==> src/rtl/tile_wb_pkg.sv <==
// rtl/tile_wb_pkg.sv - shared types and constants for the tile Wishbone responder
package tile_wb_pkg;

  localparam int WB_DW   = 32;
  localparam int WB_SELW = 4;

  typedef enum logic [1:0] {
    ST_IDLE = 2'd0,
    ST_WAIT = 2'd1,
    ST_ACK  = 2'd2
  } state_t;

  // Index width for a bank of n registers; never narrower than one bit.
  function automatic int idx_w(input int n);
    return (n <= 2) ? 1 : $clog2(n);
  endfunction

endpackage

==> src/rtl/tile_wb_regfile.sv <==
// rtl/tile_wb_regfile.sv - register bank with byte-lane writes, read-only slot 0
module tile_wb_regfile
  import tile_wb_pkg::*;
#(
  parameter int          NUM_REGS = 8,
  parameter logic [31:0] TILE_ID  = 32'h0000_0000,
  localparam int         IW       = idx_w(NUM_REGS)
) (
  input  logic                     i_clk,
  input  logic                     i_rst_n,
  input  logic                     i_wr_en,
  input  logic [IW-1:0]            i_wr_idx,
  input  logic [WB_SELW-1:0]       i_wr_sel,
  input  logic [WB_DW-1:0]         i_wr_data,
  input  logic [IW-1:0]            i_rd_idx,
  output logic [WB_DW-1:0]         o_rd_data,
  output logic [NUM_REGS*WB_DW-1:0] o_regs
);

  logic [WB_DW-1:0] w_bank [NUM_REGS];

  assign w_bank[0] = TILE_ID;

  // Slot 0 has no storage; writes addressed to it fall through every compare.
  for (genvar k = 1; k < NUM_REGS; k++) begin : gen_reg
    logic [WB_DW-1:0] r_q;

    always_ff @(posedge i_clk or negedge i_rst_n) begin
      if (!i_rst_n) begin
        r_q <= '0;
      end else if (i_wr_en && (i_wr_idx == IW'(k))) begin
        for (int b = 0; b < WB_SELW; b++) begin
          if (i_wr_sel[b]) r_q[8*b +: 8] <= i_wr_data[8*b +: 8];
        end
      end
    end

    assign w_bank[k] = r_q;
  end

  for (genvar k = 0; k < NUM_REGS; k++) begin : gen_flat
    assign o_regs[WB_DW*k +: WB_DW] = w_bank[k];
  end

  assign o_rd_data = w_bank[i_rd_idx];

endmodule

==> src/rtl/tile_wb_responder.sv <==
// rtl/tile_wb_responder.sv - Wishbone classic slave: window decode, wait states, one-cycle ack
module tile_wb_responder
  import tile_wb_pkg::*;
#(
  parameter logic [31:0] BASE_ADDR   = 32'h3000_0000,
  parameter logic [31:0] ADDR_MASK   = 32'hFFFF_FF00,
  parameter int          NUM_REGS    = 8,
  parameter int          WAIT_STATES = 1,
  parameter logic [31:0] TILE_ID     = 32'h0000_0000
) (
  input  logic                      wb_clk_i,
  input  logic                      wb_rst_i,
  input  logic                      wbs_stb_i,
  input  logic                      wbs_cyc_i,
  input  logic                      wbs_we_i,
  input  logic [WB_SELW-1:0]        wbs_sel_i,
  input  logic [WB_DW-1:0]          wbs_dat_i,
  input  logic [31:0]               wbs_adr_i,
  output logic                      wbs_ack_o,
  output logic [WB_DW-1:0]          wbs_dat_o,
  output logic [NUM_REGS*WB_DW-1:0] regs_o,
  output logic                      busy_o
);

  localparam int         IW       = idx_w(NUM_REGS);
  localparam logic [3:0] CNT_INIT = (WAIT_STATES == 0) ? 4'd0 : 4'(WAIT_STATES - 1);

  state_t              r_state, w_next;
  logic [3:0]          r_cnt, w_cnt_next;
  logic                r_we;
  logic [WB_SELW-1:0]  r_sel;
  logic [WB_DW-1:0]    r_dat;
  logic [IW-1:0]       r_idx;
  logic                r_ack;
  logic [WB_DW-1:0]    r_dat_o;

  logic                w_hit, w_req, w_latch, w_enter_ack;
  logic                w_t_we;
  logic [WB_SELW-1:0]  w_t_sel;
  logic [WB_DW-1:0]    w_t_dat;
  logic [IW-1:0]       w_t_idx;
  logic [WB_DW-1:0]    w_rd_data;

  assign w_hit = ((wbs_adr_i ^ BASE_ADDR) & ADDR_MASK) == 32'h0;
  assign w_req = wbs_cyc_i & wbs_stb_i & w_hit;

  always_comb begin
    w_next     = r_state;
    w_cnt_next = r_cnt;
    w_latch    = 1'b0;
    case (r_state)
      ST_IDLE: begin
        if (w_req) begin
          w_latch = 1'b1;
          if (WAIT_STATES == 0) begin
            w_next = ST_ACK;
          end else begin
            w_next     = ST_WAIT;
            w_cnt_next = CNT_INIT;
          end
        end
      end
      ST_WAIT: begin
        if (!(wbs_cyc_i && wbs_stb_i)) w_next = ST_IDLE;
        else if (r_cnt == 4'd0)        w_next = ST_ACK;
        else                           w_cnt_next = r_cnt - 4'd1;
      end
      ST_ACK:  w_next = ST_IDLE;
      default: w_next = ST_IDLE;
    endcase
  end

  // With zero wait states ACK is entered straight from IDLE, before the latch exists.
  assign w_enter_ack = (w_next == ST_ACK);
  assign w_t_we  = (r_state == ST_IDLE) ? wbs_we_i           : r_we;
  assign w_t_sel = (r_state == ST_IDLE) ? wbs_sel_i          : r_sel;
  assign w_t_dat = (r_state == ST_IDLE) ? wbs_dat_i          : r_dat;
  assign w_t_idx = (r_state == ST_IDLE) ? wbs_adr_i[IW+1:2]  : r_idx;

  always_ff @(posedge wb_clk_i or negedge wb_rst_i) begin
    if (!wb_rst_i) begin
      r_state <= ST_IDLE;
      r_cnt   <= 4'd0;
      r_we    <= 1'b0;
      r_sel   <= '0;
      r_dat   <= '0;
      r_idx   <= '0;
      r_ack   <= 1'b0;
      r_dat_o <= '0;
    end else begin
      r_state <= w_next;
      r_cnt   <= w_cnt_next;
      if (w_latch) begin
        r_we  <= wbs_we_i;
        r_sel <= wbs_sel_i;
        r_dat <= wbs_dat_i;
        r_idx <= wbs_adr_i[IW+1:2];
      end
      r_ack   <= w_enter_ack;
      r_dat_o <= (w_enter_ack && !w_t_we) ? w_rd_data : '0;
    end
  end

  tile_wb_regfile #(
    .NUM_REGS (NUM_REGS),
    .TILE_ID  (TILE_ID)
  ) u_regfile (
    .i_clk     (wb_clk_i),
    .i_rst_n   (wb_rst_i),
    .i_wr_en   (w_enter_ack & w_t_we),
    .i_wr_idx  (w_t_idx),
    .i_wr_sel  (w_t_sel),
    .i_wr_data (w_t_dat),
    .i_rd_idx  (w_t_idx),
    .o_rd_data (w_rd_data),
    .o_regs    (regs_o)
  );

  assign wbs_ack_o = r_ack;
  assign wbs_dat_o = r_dat_o;
  assign busy_o    = (r_state != ST_IDLE);

endmodule

==> config.mk <==
export PLATFORM = sky130hd
export DESIGN_NAME = tile_wb_responder
export DESIGN_NICKNAME = d
export VERILOG_FILES = /design/src/rtl/tile_wb_pkg.sv /design/src/rtl/tile_wb_regfile.sv /design/src/rtl/tile_wb_responder.sv
export SDC_FILE = /design/constraint.sdc
export NUM_CORES = 1
export LEC_CHECK = 0
export CAP_MARGIN = 20
export CORE_MARGIN = 1.5
export CORE_UTILIZATION = 60
export DETAILED_ROUTE_END_ITERATION = 8
export DONT_BUFFER_PORTS = 1
export GPL_ROUTABILITY_DRIVEN = 0
export GPL_TIMING_DRIVEN = 0
export PLACE_DENSITY = 0.76
export SETUP_SLACK_MARGIN = 0.2
export SLEW_MARGIN = 20
export SYNTH_ARGS = -nofsm -noshare
export SYNTH_HDL_FRONTEND = slang
export SYNTH_SLANG_ARGS = --single-unit
==> constraint.sdc <==
create_clock -name wb_clk_i -period 3.3 [get_ports wb_clk_i]
set_clock_uncertainty 0.05 [all_clocks]
set_input_delay 0.165 -clock wb_clk_i [delete_from_list [all_inputs] [get_ports wb_clk_i]]
set_output_delay 0.165 -clock wb_clk_i [all_outputs]
set_load 0.01 [all_outputs]
After elaboration in Yosys (flattened, before gate mapping) --
Cells that the tools add are included.
Cells by class: reduce and logical (&&, ||, !) cells 44, bitwise gates (word level) 5, eq/ne operators 12, add/sub/neg operators 1, multiplexer cells 18, magnitude comparators 1
Operators by type and width (number):
- $mux 32 | 4
- $bmux 32 s3 | 1
- $reduce_and 2->1 | 28
- $logic_not 32->1 | 1
- $mux 4 | 4
- $eq 3x3->1 const B | 4
- $logic_and 1x1->1 | 9
- $pmux 4 s2 | 1
- $eq 3x2->1 const B | 2
- $mux 2 | 3
- $ne 2x2->1 const B | 3
- $ge 4x4->1 const B | 1
- $logic_not 4->1 | 1
- $not 3->4 | 1
- $pmux 2 s2 | 1
- $reduce_and 4->1 | 1
- $reduce_bool 2->1 | 2
- $sub 4x1->4 const B | 1
- $and 1x1->1 | 3
- $eq 3x1->1 const B | 1
- $mux 1 | 3
- $mux 3 | 1
- $eq 2x1->1 const B | 1
- $eq 2x2->1 const B | 1
- other kinds (3) | 3
Word-level totals: register bits 303, input port bits 73, word-level logic and storage cells 117

Longest topological paths before layout --
depth after elaboration 9, depth in mapped cells 8, mapped depth without buffers 7

Hierarchy --
Synthesis repeated with hierarchy kept, for this count alone.
Second synthesis, totals: cells, all modules 961, area, all modules 13756.9 um^2
Modules (own cells, without submodules):
- tile_wb_regfile | times used 1, area each 10362.4 um^2, cells each 720
- tile_wb_responder | times used 1, area each 3394.5 um^2, cells each 241

Least setup slack after synthesis --
Ideal clock, no wire load.
kind register to register, start reg r_cnt[0], end reg u_regfile.gen_reg[1].r_q[10], data arrival time 2.263 ns, cell stages (with the launch flop) 8, library setup time 0.125 ns, setup slack 0.862 ns, period minus slack after synthesis 2.438 ns, required time 3.125 ns, path through dfrtp_1 > inv_1 > ha_1 > or3b_2 > a211oi_4 > nand2_2 > nor2_2 > mux2_2
On the way: longest elaborated chain between the ends 8
RTL lines:
- start, declared | RTL line tile_wb_responder.sv:29 | logic [3:0] r_cnt, w_cnt_next;
- start signal, assigned | RTL line tile_wb_responder.sv:92 | r_cnt <= w_cnt_next;
- $logic_not 4->1 | RTL line tile_wb_responder.sv:65 | else if (r_cnt == 4'd0) w_next = ST_ACK;
- $mux 2 | RTL line tile_wb_responder.sv:65
- $mux 2 | RTL line tile_wb_responder.sv:64 | if (!(wbs_cyc_i && wbs_stb_i)) w_next = ST_IDLE;
- $pmux 2 s2 | RTL line tile_wb_responder.sv:51 | case (r_state)
- $eq 2x2->1 | RTL line tile_wb_responder.sv:74 | assign w_enter_ack = (w_next == ST_ACK);
- $and 1x1->1 | RTL line tile_wb_responder.sv:110 | .i_wr_en (w_enter_ack & w_t_we),
- $logic_and 1x1->1 | RTL line tile_wb_regfile.sv:31 | end else if (i_wr_en && (i_wr_idx == IW'(k))) begin
- $reduce_and 2->1 (no source line)
- end signal, assigned by index | RTL line tile_wb_regfile.sv:33 | if (i_wr_sel[b]) r_q[8*b +: 8] <= i_wr_data[8*b +: 8];
- end, declared | RTL line tile_wb_regfile.sv:26 | logic [WB_DW-1:0] r_q;
No other way between the ends. A chain may end at the register's enable or synchronous reset.

Worst setup path in the final report --
start reg r_cnt[0], end reg u_regfile.gen_reg[1].r_q[12]
The elaborated chain is that of the path after synthesis.

==> flow_results.xml <==
<?xml version="1.0" encoding="UTF-8"?>
<metrics>
  <group name="status">
    <metric name="result_of_the_run" unit="">finished, violations left</metric>
    <metric name="failed_checks" unit="">negative hold slack</metric>
  </group>
  <group name="logic_synthesis">
    <metric name="synth-async-reset-ratio" unit="%">100.0</metric>
    <metric name="synth_enable_flop_cells" unit="">0</metric>
    <metric name="synth.top_cells.by_count" unit="">sky130_fd_sc_hd__mux2_2 (361), sky130_fd_sc_hd__dfrtp_1 (303), sky130_fd_sc_hd__o22ai_1 (62)</metric>
    <metric name="synth_cell_type_count" unit="">36</metric>
    <metric name="synth.area.top_cells" unit="">sky130_fd_sc_hd__dfrtp_1 (56%), sky130_fd_sc_hd__mux2_2 (30%), sky130_fd_sc_hd__o22ai_1 (2.8%)</metric>
    <metric name="yosysWarningCount" unit="">0</metric>
    <metric name="synth_top_flop_cell" unit="">sky130_fd_sc_hd__dfrtp_1</metric>
    <metric name="area_leader_netlist" unit="">sky130_fd_sc_hd__dfrtp_1</metric>
    <metric name="syn-instance-count" unit="">991</metric>
    <metric name="synthMostInstantiatedCell" unit="">sky130_fd_sc_hd__mux2_2</metric>
    <metric name="netlist_area" unit="sq um">13620</metric>
    <metric name="yosys_register_bits" unit="">303</metric>
    <metric name="synth.avg_cell_area" unit="sq um">13.75</metric>
    <metric name="synth.top_cell.area_share" unit="%">55.66</metric>
    <metric name="synth_seq_area_share" unit="%">55.66</metric>
  </group>
  <group name="global_routing">
    <metric name="grt_pass1_vias" unit="">9517</metric>
    <metric name="grt_pass1_wl" unit="mm">58.73</metric>
    <metric name="grt_max_degree" unit="">304</metric>
    <metric name="gr-usage-all-layers" unit="%">32.86</metric>
    <metric name="grt_antenna_before_repair" unit="">1</metric>
    <metric name="grt-ovfl-total" unit="">0</metric>
  </group>
  <group name="setup_path">
    <metric name="worst_setup_path_type" unit="">register to register</metric>
    <metric name="crit_chain" unit="">inv_1 &gt; ha_1 &gt; or3b_2 &gt; a211oi_4 &gt; nand2_2 &gt; nor2_2 &gt; mux2_2</metric>
    <metric name="cp.arrival" unit="ns">3.38</metric>
    <metric name="cp-start-kind" unit="">register</metric>
    <metric name="worst_path_dominant_cell_family" unit="">simple AND/OR/NAND/NOR gates</metric>
    <metric name="path_max_fanout" unit="">8</metric>
    <metric name="critical-path-max-stage-delay" unit="ns">0.52</metric>
    <metric name="critPathCaptureType" unit="">register</metric>
    <metric name="crit_path_top_delay_cell" unit="">sky130_fd_sc_hd__nor2_2</metric>
    <metric name="cp_num_buf_inv" unit="">1</metric>
    <metric name="crit_required" unit="ns">3.68</metric>
    <metric name="timing.reg2reg.worst_path_depth" unit="">7</metric>
    <metric name="path_depth" unit="">7</metric>
  </group>
  <group name="die">
    <metric name="design.core.area" unit="sq um">22030</metric>
    <metric name="num_rows" unit="">54</metric>
    <metric name="floorplan.die.width" unit="um">153.7</metric>
    <metric name="dieArea" unit="sq um">23620</metric>
    <metric name="initial_core_utilization" unit="%">61.84</metric>
    <metric name="pin_count" unit="">363</metric>
    <metric name="fp.dieH" unit="um">153.7</metric>
  </group>
  <group name="flow_run">
    <metric name="timing.max_cap.violations" unit="">0</metric>
  </group>
  <group name="cells_and_area">
    <metric name="layout.area.seq" unit="sq um">7582</metric>
    <metric name="post-route-util" unit="%">71.26</metric>
    <metric name="nets" unit="">1177</metric>
    <metric name="multi_input_area" unit="sq um">5807</metric>
    <metric name="post_route_cells_drive_above_1_share" unit="%">44.88</metric>
    <metric name="area_delta_synth_final" unit="%">15.23</metric>
    <metric name="num-fill-cells" unit="">1573</metric>
  </group>
  <group name="clocking">
    <metric name="h_tree_levels" unit="">1</metric>
    <metric name="cts_setup_buffers" unit="">0</metric>
    <metric name="tritoncts.num_buffers" unit="">31</metric>
    <metric name="worstSkewPairLatency" unit="ns">0.55</metric>
    <metric name="clockBufferDepth" unit="">3</metric>
    <metric name="cts_root_buffer" unit="">sky130_fd_sc_hd__clkbuf_16</metric>
    <metric name="clock-sinks" unit="">303</metric>
    <metric name="cts_tree" unit="">done</metric>
    <metric name="clk_pin_slew" unit="ns">0.06</metric>
  </group>
  <group name="route">
    <metric name="post-route-drc-count" unit="">0</metric>
    <metric name="first_iter_violations" unit="">491</metric>
    <metric name="antenna_violating_nets_post_route" unit="">0</metric>
    <metric name="route.detailed.wl_per_inst" unit="um">27.49</metric>
    <metric name="drt_wl_total" unit="mm">38.60</metric>
    <metric name="route.vias.total" unit="">8784</metric>
    <metric name="firstDrtPassIters" unit="">4</metric>
    <metric name="drt-vias-per-instance" unit="">6.256</metric>
  </group>
  <group name="pwr">
    <metric name="power.ir.vdd_worst" unit="V">0.0004131</metric>
    <metric name="cellLeakagePower" unit="nW">7.844</metric>
    <metric name="cellPowerDensity" unit="nW/um^2">489.0</metric>
  </group>
  <group name="sta">
    <metric name="final.period_utilization" unit="%">90.67</metric>
    <metric name="worst_hold_slack" unit="ns">-0.7404</metric>
    <metric name="worstMarginPinSlew" unit="ns">1.112</metric>
    <metric name="layout_min_cycle_time" unit="ns">2.992</metric>
    <metric name="fmax" unit="MHz">334.2</metric>
    <metric name="final-hold-violation-count" unit="">303</metric>
    <metric name="final-max-slew-violation-count" unit="">0</metric>
    <metric name="setup-violations-final" unit="">0</metric>
    <metric name="grt_setup_unrepaired" unit="">true</metric>
    <metric name="worst_slew_margin_rel" unit="%">25.86</metric>
  </group>
  <group name="worst_hold_path">
    <metric name="hp-class" unit="">primary input to asynchronous set/reset pin</metric>
  </group>
  <group name="place">
    <metric name="hpwl" unit="mm">25.57</metric>
    <metric name="portBuffers" unit="">0</metric>
  </group>
</metrics>
==> through the flow <==
| step | TNS [ns] | setup slack (ns) | std cells | area, sq um | total power [mW] |
|---|---|---|---|---|---|
| 2_1_floorplan | 0 | 0.8620 | 1022 | 13740 | 3.976 |
| 3_3_place_gp | -0.01874 | -0.01874 | 1302 | 14090 | 4.045 |
| 3_5_place_dp | -0.1806 | -0.1027 | 1302 | 14090 | 4.049 |
| 4_1_cts | 0 | 0.1569 | 1402 | 15620 | 7.686 |
| 5_1_grt | 0 | 0.1508 | 1404 | 15700 | 7.868 |
| 6_report | 0 | 0.3078 | 1404 | 15700 | 7.675 |
==> state kept, by name, indices dropped and copies added (netlist names) <==
name               count
r_we                   1
r_state                2
wbs_ack_o              1
wbs_dat_o             32
r_dat                 32
r_idx                  3
r_sel                  4
u_regfile.gen.r_q    224
r_cnt                  4
==> routing by layer <==
| layer | vias to the layer above | wire length (um) | GRT usage [%] |
|---|---|---|---|
| met5 | - | 0 | 0 |
| met4 | 0 | 976 | 10.40 |
| met3 | 77 | 3591 | 10.88 |
| met2 | 404 | 18810 | 54.97 |
| met1 | 4515 | 15220 | 40.53 |
| li1 | 3788 | - | - |
==> where the power goes <==
group,leakage [nW],total (mW),internal (mW),switching (mW)
clock,0.527,3.63,2.19,1.44
sequential,4.24,3.72,3.72,0.000000284
combinational,3.08,0.326,0.130,0.196
total,7.84,7.67,6.04,1.64
==> what timing repair did <==
action                                  4_1_cts  5_1_grt
gates cloned                                  0        0
gates resized for setup                       4       14
endpoints found under the hold margin       560      311
endpoints found under the setup margin       46      166
hold buffers                                 46        1
==> cell usage in the layout, fill, tap and decap left out, drive strengths merged, types with 5 or more instances in the layout <==
cell,n
buf,48
clkbuf,63
clkinv,7
conb,32
dfrtp,303
dlygate4sd3,47
mux2,363
mux2i,7
nand2,20
nor2,60
nor2b,31
nor4,36
o21ai,5
o22ai,62
==> path summary, 6_finish.rpt <==
path | from | slack, ns | end
max in group asynchronous | wb_rst_i | 3.03 | u_regfile.gen_reg[7].r_q[29]$_DFFE_PN0P_
hold reg to reg | r_dat[7]$_DFFE_PN0P_ | 0.46 | r_dat[7]$_DFFE_PN0P_
setup / recovery | r_cnt[0]$_DFFE_PN0P_ | 0.31 | u_regfile.gen_reg[1].r_q[12]$_DFFE_PN0P_
hold / removal | wb_rst_i | -0.74 | u_regfile.gen_reg[5].r_q[22]$_DFFE_PN0P_
min in group wb_clk_i | wbs_dat_i[31] | 0.02 | u_regfile.gen_reg[1].r_q[31]$_DFFE_PN0P_
setup reg to reg | r_cnt[0]$_DFFE_PN0P_ | 0.31 | u_regfile.gen_reg[1].r_q[12]$_DFFE_PN0P_
==> cell type report <==
| type | count | share of cell area, % |
|---|---|---|
| flip-flops and latches | 303 | 48.31 |
| inverters | 4 | 0.09566 |
| multi-input cells | 646 | 36.99 |
| clock inverters | 12 | 1.036 |
| plain buffers | 69 | 2.607 |
| well taps | 280 | 2.232 |
| diodes | 1 | 0.01594 |
| clock buffers | 42 | 5.715 |
| repair buffers | 47 | 2.997 |
==> cell families (layout without fill, tap and decap cells) <==
kind of cell / Yosys count / in the layout / synth area share [%]
AO/OA/AOI/OAI: 73 / 73 / 3.454
XOR/XNOR: 2 / 2 / 0.1286
other: 1 / 33 / 0.02753
buffers and inverters: 73 / 174 / 3.086
flip-flops: 303 / 303 / 55.66
adder cells (fa/ha/maj): 2 / 2 / 0.1837
multiplexers: 370 / 370 / 30.52
AND/OR/NAND/NOR: 167 / 167 / 6.935
(Power assumes the default switching activity.)
